File: config.mk
export PLATFORM = sky130hd
export DESIGN_NAME = instruction_fifo_flat
export DESIGN_NICKNAME = d
export VERILOG_FILES = /design/src/rtl/instruction_fifo_if.sv /design/src/rtl/instruction_fifo.sv /design/src/flat_wrapper.sv
export SDC_FILE = /design/constraint.sdc
export NUM_CORES = 1
export LEC_CHECK = 0
export BUFFER_PORTS_ARGS = -buffer_cell sky130_fd_sc_hd__buf_2
export CORE_AREA = 2 2 259 261
export DETAILED_ROUTE_END_ITERATION = 12
export DIE_AREA = 0 0 261 263
export GPL_TIMING_DRIVEN = 0
export PLACE_DENSITY = 0.81
export SYNTH_ARGS = -nofsm -noshare
export SYNTH_HDL_FRONTEND = slang
export SYNTH_SLANG_ARGS = --single-unit
File: constraint.sdc
create_clock -name clk -period 6 [get_ports clk]
set_input_delay 0.9 -clock clk [delete_from_list [all_inputs] [get_ports clk]]
set_output_delay 0.9 -clock clk [all_outputs]
set_load 0.03 [all_outputs]
File: src/rtl/instruction_fifo_if.sv
// Host/control-unit handshake bundle for instruction_fifo.
// master: host PIO plus controlUnit side; slave: the FIFO itself.
interface instruction_fifo_if #(
    parameter int DEPTH = 16,
    parameter int AW    = 4
);
    logic          wrreg;
    logic [31:0]   dataA;
    logic [31:0]   dataB;
    logic          rdreg;
    logic          clr_overflow;
    logic [31:0]   dataA_out;
    logic [31:0]   dataB_out;
    logic [3:0]    opCode;
    logic          fifo_empty;
    logic          fifo_full;
    logic [AW:0]   used_words;
    logic          overflow;

    modport master (
        output wrreg, dataA, dataB, rdreg, clr_overflow,
        input  dataA_out, dataB_out, opCode, fifo_empty, fifo_full,
               used_words, overflow
    );

    modport slave (
        input  wrreg, dataA, dataB, rdreg, clr_overflow,
        output dataA_out, dataB_out, opCode, fifo_empty, fifo_full,
               used_words, overflow
    );
endinterface

File: src/rtl/instruction_fifo.sv
// Host-side first-word-fall-through instruction FIFO feeding controlUnit.
// Pushes on the rising edge of the level-held wrreg strobe; pops on rdreg.
// Optional feature macro: INSTR_FIFO_OVERFLOW_EN enables the sticky
// overflow flag for writes dropped while full (tied to 0 otherwise).
module instruction_fifo #(
    parameter int DEPTH = 16,
    parameter int AW    = 4
) (
    input  logic              clk,
    input  logic              reset,
    instruction_fifo_if.slave bus
);

    logic [63:0]  r_mem [DEPTH];
    logic [AW-1:0] r_wr_ptr;
    logic [AW-1:0] r_rd_ptr;
    logic [AW:0]   r_used;
    logic          r_wr_prev;
    logic          r_overflow;

    logic          w_empty;
    logic          w_full;
    logic          w_push_req;
    logic          w_pop;
    logic          w_push;
    logic          w_drop;
    logic [63:0]   w_head;

    assign w_empty    = (r_used == '0);
    assign w_full     = (r_used == (AW+1)'(DEPTH));
    assign w_push_req = bus.wrreg & ~r_wr_prev;
    assign w_pop      = bus.rdreg & ~w_empty;
    assign w_push     = w_push_req & (~w_full | w_pop);
    assign w_drop     = w_push_req & w_full & ~w_pop;

    // Strobe history for rising-edge detection; held high through reset
    // so a strobe already asserted at release does not write.
    always_ff @(posedge clk) begin
        if (reset) begin
            r_wr_prev <= 1'b1;
        end else begin
            r_wr_prev <= bus.wrreg;
        end
    end

    // Entry storage; contents survive reset, only the pointers are cleared.
    always_ff @(posedge clk) begin
        if (!reset && w_push) begin
            r_mem[r_wr_ptr] <= {bus.dataA, bus.dataB};
        end
    end

    // Pointer and occupancy bookkeeping.
    always_ff @(posedge clk) begin
        if (reset) begin
            r_wr_ptr <= '0;
            r_rd_ptr <= '0;
            r_used   <= '0;
        end else begin
            if (w_push) begin
                r_wr_ptr <= r_wr_ptr + AW'(1);
            end
            if (w_pop) begin
                r_rd_ptr <= r_rd_ptr + AW'(1);
            end
            unique case ({w_push, w_pop})
                2'b10:   r_used <= r_used + (AW+1)'(1);
                2'b01:   r_used <= r_used - (AW+1)'(1);
                default: r_used <= r_used;
            endcase
        end
    end

`ifdef INSTR_FIFO_OVERFLOW_EN
    // Sticky dropped-write flag; a drop in the same cycle as a clear wins.
    always_ff @(posedge clk) begin
        if (reset) begin
            r_overflow <= 1'b0;
        end else if (w_drop) begin
            r_overflow <= 1'b1;
        end else if (bus.clr_overflow) begin
            r_overflow <= 1'b0;
        end
    end
`else
    logic w_unused_ovf;
    assign w_unused_ovf = bus.clr_overflow | w_drop;
    assign r_overflow   = 1'b0;
`endif

    assign w_head = w_empty ? '0 : r_mem[r_rd_ptr];

    assign bus.dataA_out  = w_head[63:32];
    assign bus.dataB_out  = w_head[31:0];
    assign bus.opCode     = w_head[35:32];
    assign bus.fifo_empty = w_empty;
    assign bus.fifo_full  = w_full;
    assign bus.used_words = r_used;
    assign bus.overflow   = r_overflow;

endmodule

File: src/flat_wrapper.sv
// flat-port wrapper written by rule: the top's interface ports become plain ports
module instruction_fifo_flat 
#(
    parameter int DEPTH = 16,
    parameter int AW    = 4
)
  (clk, reset, bus_wrreg, bus_dataA, bus_dataB, bus_rdreg, bus_clr_overflow, bus_dataA_out, bus_dataB_out, bus_opCode, bus_fifo_empty, bus_fifo_full, bus_used_words, bus_overflow);
  instruction_fifo_if #(.DEPTH(DEPTH), .AW(AW)) bus_i ();
  input  logic clk;
  input  logic reset;
  input wire logic [$bits(bus_i.wrreg)-1:0] bus_wrreg;
  input wire logic [$bits(bus_i.dataA)-1:0] bus_dataA;
  input wire logic [$bits(bus_i.dataB)-1:0] bus_dataB;
  input wire logic [$bits(bus_i.rdreg)-1:0] bus_rdreg;
  input wire logic [$bits(bus_i.clr_overflow)-1:0] bus_clr_overflow;
  output wire logic [$bits(bus_i.dataA_out)-1:0] bus_dataA_out;
  output wire logic [$bits(bus_i.dataB_out)-1:0] bus_dataB_out;
  output wire logic [$bits(bus_i.opCode)-1:0] bus_opCode;
  output wire logic [$bits(bus_i.fifo_empty)-1:0] bus_fifo_empty;
  output wire logic [$bits(bus_i.fifo_full)-1:0] bus_fifo_full;
  output wire logic [$bits(bus_i.used_words)-1:0] bus_used_words;
  output wire logic [$bits(bus_i.overflow)-1:0] bus_overflow;
  assign bus_i.wrreg = bus_wrreg;
  assign bus_i.dataA = bus_dataA;
  assign bus_i.dataB = bus_dataB;
  assign bus_i.rdreg = bus_rdreg;
  assign bus_i.clr_overflow = bus_clr_overflow;
  assign bus_dataA_out = bus_i.dataA_out;
  assign bus_dataB_out = bus_i.dataB_out;
  assign bus_opCode = bus_i.opCode;
  assign bus_fifo_empty = bus_i.fifo_empty;
  assign bus_fifo_full = bus_i.fifo_full;
  assign bus_used_words = bus_i.used_words;
  assign bus_overflow = bus_i.overflow;
  instruction_fifo #(.DEPTH(DEPTH), .AW(AW)) u_core (.clk(clk), .reset(reset), .bus(bus_i));
endmodule
==> flow_metrics.py <==
metrics = {
    "clock_tree": {
        "numCtsBuffers": 100,
        "post_cts_buffers": 0,
        "cts_max_path_buffers": 3,
        "htreeDepth": 3,
        "cts_sinks": 1042,
        "clk_latency_ns": 0.67,
        "tritoncts": "built",
        "root_buffer": "clkbuf_16",
        "post_cts_resized": 0,
        "clk_pin_slew_ns": 0.06,
        "hold_buffers": 0,
    },
    "synthesis": {
        "synth.top_cell.area_share_pct": 77.3,
        "avgSynthCellArea_um2": 23.6,
        "ys_seq_area_share_pct": 78.2,
        "syn_inst": 1684,
        "synth_edf_count": 1024,
        "synthArstFlopShare_pct": 0,
        "ys_seq_elements": 1042,
        "yosysWarningCount": 0,
        "ys_types": 47,
        "yosysTopAreaCell": "edfxtp_1",
        "syn-num-nets": 1762,
        "synth_area_leaders": "edfxtp_1 (77%), mux4_2 (14%), mux2i_1 (3.3%)",
        "syn_area_um2": 39800,
        "synth_ff_type": "edfxtp_1",
    },
    "sta": {
        "final-setup-viol-count": 0,
        "rsz0062_at_grt": "false",
        "clock-skew-final_ns": 0.0244,
        "timing.setup.tns_ns": 0,
        "timing.final.ws_setup_ns": 1.08,
        "slew_headroom_pct": 27.0,
        "period_share_pct": 82.0,
        "hold_violations": 0,
        "tightestPinTransition_ns": 1.09,
        "fmax_ghz": 0.203,
        "min_period_ns": 4.92,
        "maxSlewViolCount": 0,
    },
    "layout": {
        "instances_no_fill": 2921,
        "drive_above_1_share_pct": 33.1,
        "nNetsFinal": 2053,
        "final_common_cell": "edfxtp_1",
        "final_cell_mix": "edfxtp_1 (1024), mux4_2 (256), buf_2 (190)",
        "area_growth_pct": 15.5,
    },
    "floorplanning": {
        "fp.dieH_um": 263,
        "die_w_um": 261,
        "start_util_pct": 60.6,
        "ioPinCount": 145,
        "rows": 94,
        "die_area_um2": 68600,
        "core_um2": 65600,
    },
    "setup_path": {
        "worstSetupPathType": "reg -> out",
        "crit_path_max_fanout": 10,
        "cp-start-kind": "flip-flop",
        "arrival_ns": 4.02,
        "r2r_setup_slack_ns": 2.62,
        "required_ns": 5.10,
        "timing.rr.start": "u_core.bus.used_words[0]$_SDFFE_PP0P_",
        "crit_path_end_kind": "output port",
        "reg2reg_to": "u_core.r_mem[6][37]$_DFFE_PP_",
        "rr_worst_depth": 7,
    },
    "grt": {
        "grt_first_pass_wirelength_mm": 142,
        "grt_max_degree": 24,
        "antenna_found_initial": 10,
        "grt_use_total_pct": 29.3,
        "first_global_vias": 20400,
        "globalRoute.totalOverflow": 0,
    },
    "drt": {
        "drtAntennaViolNets": 0,
        "drc_errors": 0,
        "via_per_inst": 6.78,
        "wl_per_cell_um": 33.6,
        "wl_mm": 98.2,
        "drt_iter0_markers": 2816,
        "drt_first_pass_iters": 6,
        "via_count": 19800,
    },
    "min_path": {
        "holdPathStages": 2,
        "hp-class": "in -> reg",
        "min_delay_worst_endpoint": "u_core.r_wr_prev$_SDFF_PP1_",
        "hold_path.startpoint": "bus_wrreg",
    },
    "placed_design": {
        "place_hpwl_mm": 57.0,
        "dp_slack_ns": 2.05,
        "port_buffers": 142,
        "dp.cells": 2737,
        "gp_congestion": 0.747,
    },
    "status": {
        "status": "finished, final reports clean",
    },
    "power": {
        "p_per_area_nw_per_um2": 408,
        "p_leak_nw": 14.3,
        "ir_drop_uv": 393,
    },
    "flow_run": {
        "maxCapViolations": 0,
    },
}
==> metal layers <==
metal,GRT usage [%],part of all wire (%),routed length [um]
met1,39.3,35,34400
met2,47.9,51,49800
met3,5.96,11,10400
met4,11.4,3.6,3520
met5,0,0.091,89
==> power by group <==
part / switching, mW / internal [mW] / total, mW
clock: 2.66 / 3.54 / 6.20
sequential: 0.0312 / 8.02 / 8.05
combinational: 2.78 / 1.71 / 4.49
==> flip-flops by register name, summed over array words and instances (netlist names), named ones only <==
register and cells:
u_core.bus.used_words 5, u_core.r_wr_ptr 4, u_core.r_mem 1024, u_core.r_wr_prev 1
u_core.r_rd_ptr 4
==> kinds of logic (layout without fill, tap and decap cells) <==
family	after synthesis	after routing	synth area share, %
AND/OR/NAND/NOR	59	59	0.758
multiplexers	392	392	18.0
adder cells (fa/ha/maj)	9	9	0.302
other	1	5	0.00943
flip-flops	1042	1042	78.2
buffers and inverters	97	466	1.23
AO/OA/AOI/OAI	78	78	1.39
XOR/XNOR	6	6	0.132
==> cell type report <==
| type | count | area (um2) |
|---|---|---|
| Multi-Input combinational cell | 545 | 8300 |
| Timing Repair Buffer | 189 | 1770 |
| Buffer | 93 | 473 |
| Tap cell | 864 | 1080 |
| Clock inverter | 53 | 509 |
| Clock buffer | 127 | 2680 |
| Antenna cell | 4 | 10.0 |
| Sequential cell | 1042 | 31100 |
| Fill cell | 3665 | 19700 |
| Inverter | 4 | 15.0 |
==> Yosys cell counts (2+ instances only) <==
cell and n:
a211oi_1 2, buf_1 4, buf_2 48, buf_4 11, buf_6 3, clkbuf_1 27, dfxtp_1 18, edfxtp_1 1024
ha_1 8, inv_1 4, mux2_4 2, mux2i_1 132, mux4_2 256, nand2_1 6, nand2b_1 5, nand3_1 3
nor2_1 30, nor2b_1 3, o211ai_1 2, o22ai_1 64, or2_2 2, xnor2_1 3, xor2_1 3
==> worst max-delay path, cell delays in order, from the launching register on <==
cell and delay, ns:
dfxtp_1 0.41, clkbuf_1 0.78, clkbuf_1 0.88, mux4_2 0.39, mux2i_1 0.08, o22ai_1 0.49
buf_2 0.30
==> stage by stage <==
| step | hold WS (ns) | area, um2 | utilization (%) | power [mW] |
|---|---|---|---|---|
| after detailed placement | 0.515 | 42800 | 65.1 | 12.6 |
| after global placement | 0.510 | 41600 | 63.3 | 12.5 |
| final | 0.454 | 45900 | 70.0 | 18.7 |
| after floorplan | 0.490 | 39800 | - | 11.3 |
| after global routing | 0.469 | 45900 | 70.0 | 19.2 |
| after CTS | 0.435 | 45900 | 70.0 | 18.8 |
==> how the worst max path moves through the flow <==
stage | start | end
floorplan | bus_wrreg | u_core.r_mem[12][0]$_DFFE_PP_
global placement | bus_rdreg | u_core.r_mem[12][26]$_DFFE_PP_
detailed placement | flip-flop | bus_dataB_out[2]
CTS | flip-flop | bus_dataB_out[2]
global route | flip-flop | bus_dataB_out[0]
finish | flip-flop | bus_dataB_out[2]
Power figures use the tool's default switching activity.
